==> config.mk <==
export PLATFORM = sky130hd
export DESIGN_NAME = timebase_scheduler
export DESIGN_NICKNAME = d
export VERILOG_FILES = /design/src/rtl/timebase_scheduler.sv
export SDC_FILE = /design/constraint.sdc
export NUM_CORES = 1
export LEC_CHECK = 0
export CORE_ASPECT_RATIO = 1.5
export CORE_MARGIN = 4
export CORE_UTILIZATION = 65
export DETAILED_ROUTE_END_ITERATION = 16
export GPL_TIMING_DRIVEN = 0
export PLACE_DENSITY = 0.83
export REMOVE_ABC_BUFFERS = 1
export SKIP_LAST_GASP = 1
export SYNTH_ARGS = -nofsm -noshare
export SYNTH_HDL_FRONTEND = slang
export SYNTH_HIERARCHICAL = 1
export SYNTH_SLANG_ARGS = --single-unit
==> constraint.sdc <==
create_clock -name cin -period 9.9 [get_ports cin]
set_clock_uncertainty 0.15 [all_clocks]
set_input_delay 0.99 -clock cin [delete_from_list [all_inputs] [get_ports cin]]
set_output_delay 0.99 -clock cin [all_outputs]
set_load 0.02 [all_outputs]
==> src/rtl/timebase_scheduler.sv <==
// Shared timebase: one prescaler produces a base strobe, and NCH run-time
// programmable channel dividers turn it into per-channel ticks and square waves.
// Channels are written through a two-state valid/ready config port.

// One channel divider. Counts base strobes; a config write restarts the period.
module tbs_channel #(
    parameter int W = 16
) (
    input  logic         cin,
    input  logic         rst_n,
    input  logic         strb,
    input  logic         wr,
    input  logic [W-1:0] wdiv,
    input  logic         wen,
    output logic         tick,
    output logic         sq
);

    logic [W-1:0] div;
    logic         en;
    logic [W-1:0] ccnt;
    logic [W-1:0] ccnt_nxt;
    logic         run;
    logic         wrap;

    // Next count: advance only on a strobe while enabled with a nonzero divisor
    always_comb begin
        run      = en && (div != '0);
        wrap     = (ccnt == div - W'(1));
        ccnt_nxt = ccnt;
        if (run && strb)
            ccnt_nxt = wrap ? '0 : ccnt + W'(1);
    end

    // Channel state; a write wins over a coincident strobe and restarts at 0
    always_ff @(posedge cin or negedge rst_n) begin
        if (!rst_n) begin
            div  <= '0;
            en   <= 1'b0;
            ccnt <= '0;
            tick <= 1'b0;
            sq   <= 1'b0;
        end else if (wr) begin
            div  <= wdiv;
            en   <= wen;
            ccnt <= '0;
            tick <= 1'b0;
            sq   <= 1'b0;
        end else begin
            ccnt <= ccnt_nxt;
            tick <= run && strb && wrap;
            // low for the first div/2 base periods, high for the remainder
            sq   <= run && (ccnt_nxt >= (div >> 1));
        end
    end

endmodule

module timebase_scheduler #(
    parameter int BASE_DIV = 50000,
    parameter int NCH      = 4,
    parameter int W        = 16
) (
    input  logic                   cin,
    input  logic                   rst_n,
    input  logic                   cfg_valid,
    output logic                   cfg_ready,
    input  logic [$clog2(NCH)-1:0] cfg_ch,
    input  logic [W-1:0]           cfg_div,
    input  logic                   cfg_en,
    output logic                   base_tick,
    output logic [NCH-1:0]         tick,
    output logic [NCH-1:0]         sq
);

    localparam int PW = $clog2(BASE_DIV);
    localparam int CW = $clog2(NCH);

    typedef enum logic {IDLE, APPLY} state_t;

    state_t         state;
    state_t         state_nxt;
    logic           up;
    logic           apply;
    logic [PW-1:0]  pcnt;
    logic           strb;
    logic [CW-1:0]  pch;
    logic [W-1:0]   pdiv;
    logic           pen;

    assign strb = (pcnt == PW'(BASE_DIV - 1));

    // Prescaler and registered base strobe
    always_ff @(posedge cin or negedge rst_n) begin
        if (!rst_n) begin
            pcnt      <= '0;
            base_tick <= 1'b0;
        end else begin
            pcnt      <= strb ? '0 : pcnt + PW'(1);
            base_tick <= strb;
        end
    end

    // Config FSM state; 'up' holds cfg_ready low until the first edge after reset
    always_ff @(posedge cin or negedge rst_n) begin
        if (!rst_n) begin
            state <= IDLE;
            up    <= 1'b0;
        end else begin
            state <= state_nxt;
            up    <= 1'b1;
        end
    end

    // Config FSM next state and outputs; ready is a function of state only
    always_comb begin
        state_nxt = state;
        cfg_ready = 1'b0;
        apply     = 1'b0;
        case (state)
            IDLE: begin
                cfg_ready = up;
                if (cfg_valid && up)
                    state_nxt = APPLY;
            end
            APPLY: begin
                apply     = 1'b1;
                state_nxt = IDLE;
            end
            default: state_nxt = IDLE;
        endcase
    end

    // Pending write, captured on transfer and consumed in APPLY
    always_ff @(posedge cin or negedge rst_n) begin
        if (!rst_n) begin
            pch  <= '0;
            pdiv <= '0;
            pen  <= 1'b0;
        end else if (cfg_valid && cfg_ready) begin
            pch  <= cfg_ch;
            pdiv <= cfg_div;
            pen  <= cfg_en;
        end
    end

    // Channel array; a pending channel index >= NCH matches no instance
    for (genvar c = 0; c < NCH; c++) begin : g_ch
        tbs_channel #(.W(W)) u_ch (
            .cin   (cin),
            .rst_n (rst_n),
            .strb  (strb),
            .wr    (apply && (pch == CW'(c))),
            .wdiv  (pdiv),
            .wen   (pen),
            .tick  (tick[c]),
            .sq    (sq[c])
        );
    end

endmodule

==> Word level (Yosys, flattened, before mapping) <==
Index checks and enable logic that the tools add are counted.
{ "word_totals": {"out_inout_bits": 10, "inputBits": 22, "register_bits": 178, "word_cells": 101} }
{ "classes": {"n_lt_le_gt_ge": 4, "n_reduce_logical": 27, "mux": 25, "bitwise": 1, "n_addsub": 9, "eq_ne": 8} }
{ "op_table": {"columns": ["cell", "count"], "rows": [
  ["two-way mux 16 bit", 13],
  ["adder 16 x 1 -> 16 bit (second input constant)", 5],
  ["== test 16 bit", 4],
  ["greater-or-equal comparator 16 x 15 -> 1 bit", 4],
  ["nonzero test 16 bit", 4],
  ["subtractor 16 x 1 -> 16 bit (second input constant)", 4],
  ["logical AND 1 bit", 22],
  ["== test 16 bit (second input constant)", 1],
  ["two-way mux 1 bit", 11],
  ["== test 2 bit (second input constant)", 2],
  ["== test 2 x 1 -> 1 bit (second input constant)", 1],
  ["zero test 2 bit", 1],
  ["one-hot mux 1 bit (2 select lines)", 1],
  ["NOT 1 bit", 1]
]} }

==> Logic depth before layout (Yosys ltp) <==
{ "logic_depth": {"ltp_word": 7, "mapped_depth": 18} }

==> Cells and area by module <==
The synthesis kept the hierarchy.
{ "modules_own_cells": {"columns": ["module", "seq_area_each_um2", "cells_per_inst", "instances", "area_each_um2"], "rows": [
  ["tbs_channel", 875.8, 294, 4, 2693.8],
  ["timebase_scheduler", 950.9, 119, 1, 1572.8]
]} }

==> Worst setup path after synthesis <==
No wires, ideal clock.
{ "synth_timing": {"path_kind": "register to register", "from": "register pcnt[4]", "to": "register g_ch[0].u_ch.sq", "setup_slack_ps": 5835, "arrival_ps": 3785, "period_less_slack_ps": 4065, "stages_incl_launch_ff": 14, "setup_time_ps": 130, "path_cell_list": "dfrtp_1 > or4b_4 > nor4_4 > and3_4 > nand4_2 > nor4_4 > buf_6 > nor2_1 > ha_1 > or3_1 > a221oi_1 > o311ai_0 > nand2_1 > a21oi_1"} }
{ "synth_via": {"elab_chain_len": 6} }
{ "synth_lines": {"columns": ["element", "line_no", "text"], "rows": [
  ["start, declared", "85", "logic [PW-1:0] pcnt;"],
  ["start signal, assigned", "99", "pcnt <= strb ? '0 : pcnt + PW'(1);"],
  ["== test 16 bit", "91", "assign strb = (pcnt == PW'(BASE_DIV - 1));"],
  ["net strb", "86", "logic strb;"],
  ["logical AND 1 bit", "31", "if (run && strb)"],
  ["two-way mux 16 bit", "31", null],
  ["greater-or-equal comparator 16 x 15 -> 1 bit", "53", "sq <= run && (ccnt_nxt >= (div >> 1));"],
  ["logical AND 1 bit", "53", null],
  ["two-way mux 1 bit", "43", "end else if (wr) begin"],
  ["end signal, assigned", "53", null],
  ["end, declared", "16", "output logic sq"]
]} }
The timed path passes the listed nets, and every way through them passes these cells.
A chain may end at the register's enable or synchronous reset.

==> Final worst setup path <==
{ "layout_timing": {"from": "register pcnt[4]", "to": "register g_ch[1].u_ch.sq"} }
{ "layout_via": {"elab_chain_len": 6} }
{ "layout_lines": {"columns": ["element", "line_no"], "rows": [
  ["== test 16 bit", "91"],
  ["net strb", "86"],
  ["logical AND 1 bit", "31"],
  ["two-way mux 16 bit", "31"],
  ["greater-or-equal comparator 16 x 15 -> 1 bit", "53"],
  ["logical AND 1 bit", "53"],
  ["two-way mux 1 bit", "43"],
  ["end signal, assigned", "53"],
  ["end, declared", "16"]
]} }
The timed path passes the listed nets, and every way through them passes these cells.

==> flow_summary.toml <==
[status]
status = "finished, final reports clean"

[clock_tree]
path_clk_slew_ns = 0.07
post_cts_buffers = 0
hold_buffers = 0
cts.sinks = 178
clk_latency_ns = 0.43
root_buffer = "clkbuf_16"
clk_path_buf_depth = 2
cts_buffers = 17
htreeDepth = 4
cts_resized = 0
cts_tree = "done"

[logic_synthesis]
ys_seq_elements = 178
synthCells = 1295
synth_area_leaders = "dfrtp_1 (36%), ha_1 (7.4%), xor2_1 (5.6%), nor3_2 (4.5%), xnor2_1 (4.3%)"
yosysUniqueCellTypes = 61
yosysSeqAreaShare_pct = 36.1
synth_edf_count = 0
yosys_warnings = 6
synth_top_cells_by_count = "dfrtp_1 (178), nor2_1 (106), nand2_1 (103)"
yosys_most_used_dff = "dfrtp_1"
synthArstFlopShare_pct = 100
synth_area_leader_cell = "dfrtp_1"
synth_top_area_share_pct = 36.1
synth_area_mm2 = 0.0123
syn_avg_cell_area_um2 = 9.54
yosysMostFrequentCell = "dfrtp_1"

[global_route]
gr-total-overflow = 0
grt_first_pass_wirelength_mm = 49.8
antenna_found_initial = 0
grt_max_degree = 97
gr-usage-all-layers_pct = 29.4
grt_pass1_vias = 10100

[drt]
drc_errors = 0
drt_iter0_drc = 712
routedWlPerCell_um = 19.4
via_per_inst = 6.40
vias = 9972
postRouteAntennaNets = 0
first_pass_iters = 5
wirelength_mm = 30.3

[setup_path]
end_kind = "register"
worstPathMaxFanout = 15
worstPathBufferInverterCount = 3
slowest_delay_ns = 0.81
crit_family = "simple AND/OR/NAND/NOR gates"
r2r-end = "g_ch[1].u_ch/sq"
startpoint = "pcnt[4]"
cpMaxStageDelayCell = "nor4_4"
critPathKind = "reg2reg"
critPathLaunchType = "register"
r2r_slack_ns = 4.63
cp.arrival_ns = 5.42
worstReg2RegStart = "pcnt[4]"
worst_r2r_path_depth = 15
crit_path_cell_trace = "or4b_4 -> nor4_4 -> buf_8 -> and3_4 -> nand4_2 -> nor4_4 -> buf_6 -> buf_6 -> nor2_1 -> ha_1 -> or3_1 -> a221oi_1 -> o311ai_0 -> nand2_1 -> a21oi_1"
cp.required_ns = 10.05

[timing]
max_freq_mhz = 190
drv_slew = 0
tightest_slew_ns = 0.981
hold_viol = 0
whs_ns = 0.355
layout_min_cycle_time_ns = 5.27
fin_ws_ns = 4.63
fin_crit_sh_pct = 53.2
slew_headroom_pct = 34.6
finalSetupViolCount = 0
fin_tns_setup_ns = 0
rsz0062_at_grt = "false"

[final_layout]
drive_gt1_share_pct = 14.2
seq_area_mm2 = 0.00445
fillers = 1437
syn_to_final_growth_pct = 8.19
utilization_pct = 71.7
multi_input_area_mm2 = 0.00716
nets = 1389
antenna_cells = 0

[floorplan]
fp.dieH_um = 177
pin_count = 32
core_area_mm2 = 0.0186
die_area_mm2 = 0.0213
std_cell_rows = 61
initial_core_util_pct = 66.3
die_width_um = 121

[power]
p_leak_nw = 6.13
powerDensity_mw_per_mm2 = 219
ir_drop_mv = 0.153

[placement]
dpl_worst_slack_ns = 4.77
hpwlAfterDp_mm = 22.1
gp_congestion = 0.972
portBuffers = 31

[hold_path]
hold_class = "reg2reg"
hold_depth = 1
hp-start = "pcnt[7]"
hold_end = "pcnt[7]"

[job]
cap_violations = 0
-- cells by family after synthesis --
| logic type | count (synthesis) | synth area share [%] |
|---|---|---|
| AND/OR/NAND/NOR | 518 | 26.0 |
| flip-flops | 178 | 36.1 |
| adder cells (fa/ha/maj) | 73 | 7.40 |
| XOR/XNOR | 144 | 10.5 |
| AO/OA/AOI/OAI | 206 | 11.1 |
| buffers and inverters | 143 | 6.09 |
| other | 1 | 0.0304 |
| multiplexers | 32 | 2.83 |
-- layout make-up --
type | instances | area share [%]
tap | 252 | 2.36
multi-input combinational | 974 | 53.6
sequential | 178 | 33.3
inverter | 77 | 2.16
clock buffer | 21 | 3.52
timing repair buffer | 46 | 4.10
clock inverter | 11 | 0.937
-- routing by layer --
layer / global-route usage [%] / part of all wire [%]
met5: 0 / 0
met4: 15.1 / 4.9
met2: 53.0 / 52
met1: 33.4 / 38
met3: 4.38 / 5.1
-- cell usage in the layout (no fill, tap or decap), types with 13 or more instances in the layout --
cell type and instances:
and3_1 20, nor3_1 24, nor4_1 15, xnor2_1 61
nand4_1 38, nor2_1 105, clkbuf_16 17, clkdlybuf4s50_1 30
nand3_1 39, a21oi_1 21, xor2_1 79, nand2_1 103
o21ai_0 81, inv_1 77, or4_1 24, nand2b_1 13
nor3_2 56, mux2_2 23, dfrtp_1 178, ha_1 73
-- flip-flops by register name (all words and copies together) (netlist names) --
| name | count |
|---|---|
| g_ch.u_ch/ccnt | 64 |
| state | 1 |
| pdiv | 16 |
| pch | 2 |
| base_tick | 1 |
| up | 1 |
| g_ch.u_ch/tick | 4 |
| g_ch.u_ch/en | 4 |
| pcnt | 16 |
| g_ch.u_ch/sq | 4 |
| g_ch.u_ch/div | 64 |
| pen | 1 |
-- through the flow --
stage | total power, mW | instances | area (µm²)
after detailed placement | 2.20 | 1527 | 12800
after global placement | 2.16 | 1512 | 12500
after floorplan | 1.88 | 1229 | 11900
after CTS | 2.91 | 1559 | 13400
final | 2.92 | 1559 | 13400
after global routing | 3.11 | 1559 | 13400
-- worst max path at each step --
| stage | end | slack [ns] | depth (start not counted) |
|---|---|---|---|
| floorplan | g_ch[0].u_ch/sq | 5.04 | 12 |
| global placement | g_ch[1].u_ch/ccnt[14] | 0.45 | 1 |
| detailed placement | g_ch[1].u_ch/sq | 4.77 | 15 |
| CTS | g_ch[1].u_ch/sq | 4.71 | 15 |
| global route | g_ch[1].u_ch/sq | 4.36 | 15 |
| finish | g_ch[1].u_ch/sq | 4.63 | 15 |
-- power breakdown --
| part | switching (mW) | total, mW | internal (mW) |
|---|---|---|---|
| clock network | 0.291 | 0.684 | 0.393 |
| registers | 0.268 | 1.13 | 0.866 |
| logic | 0.638 | 1.10 | 0.463 |
| total | 1.20 | 2.92 | 1.72 |
(Power assumes the default switching activity.)
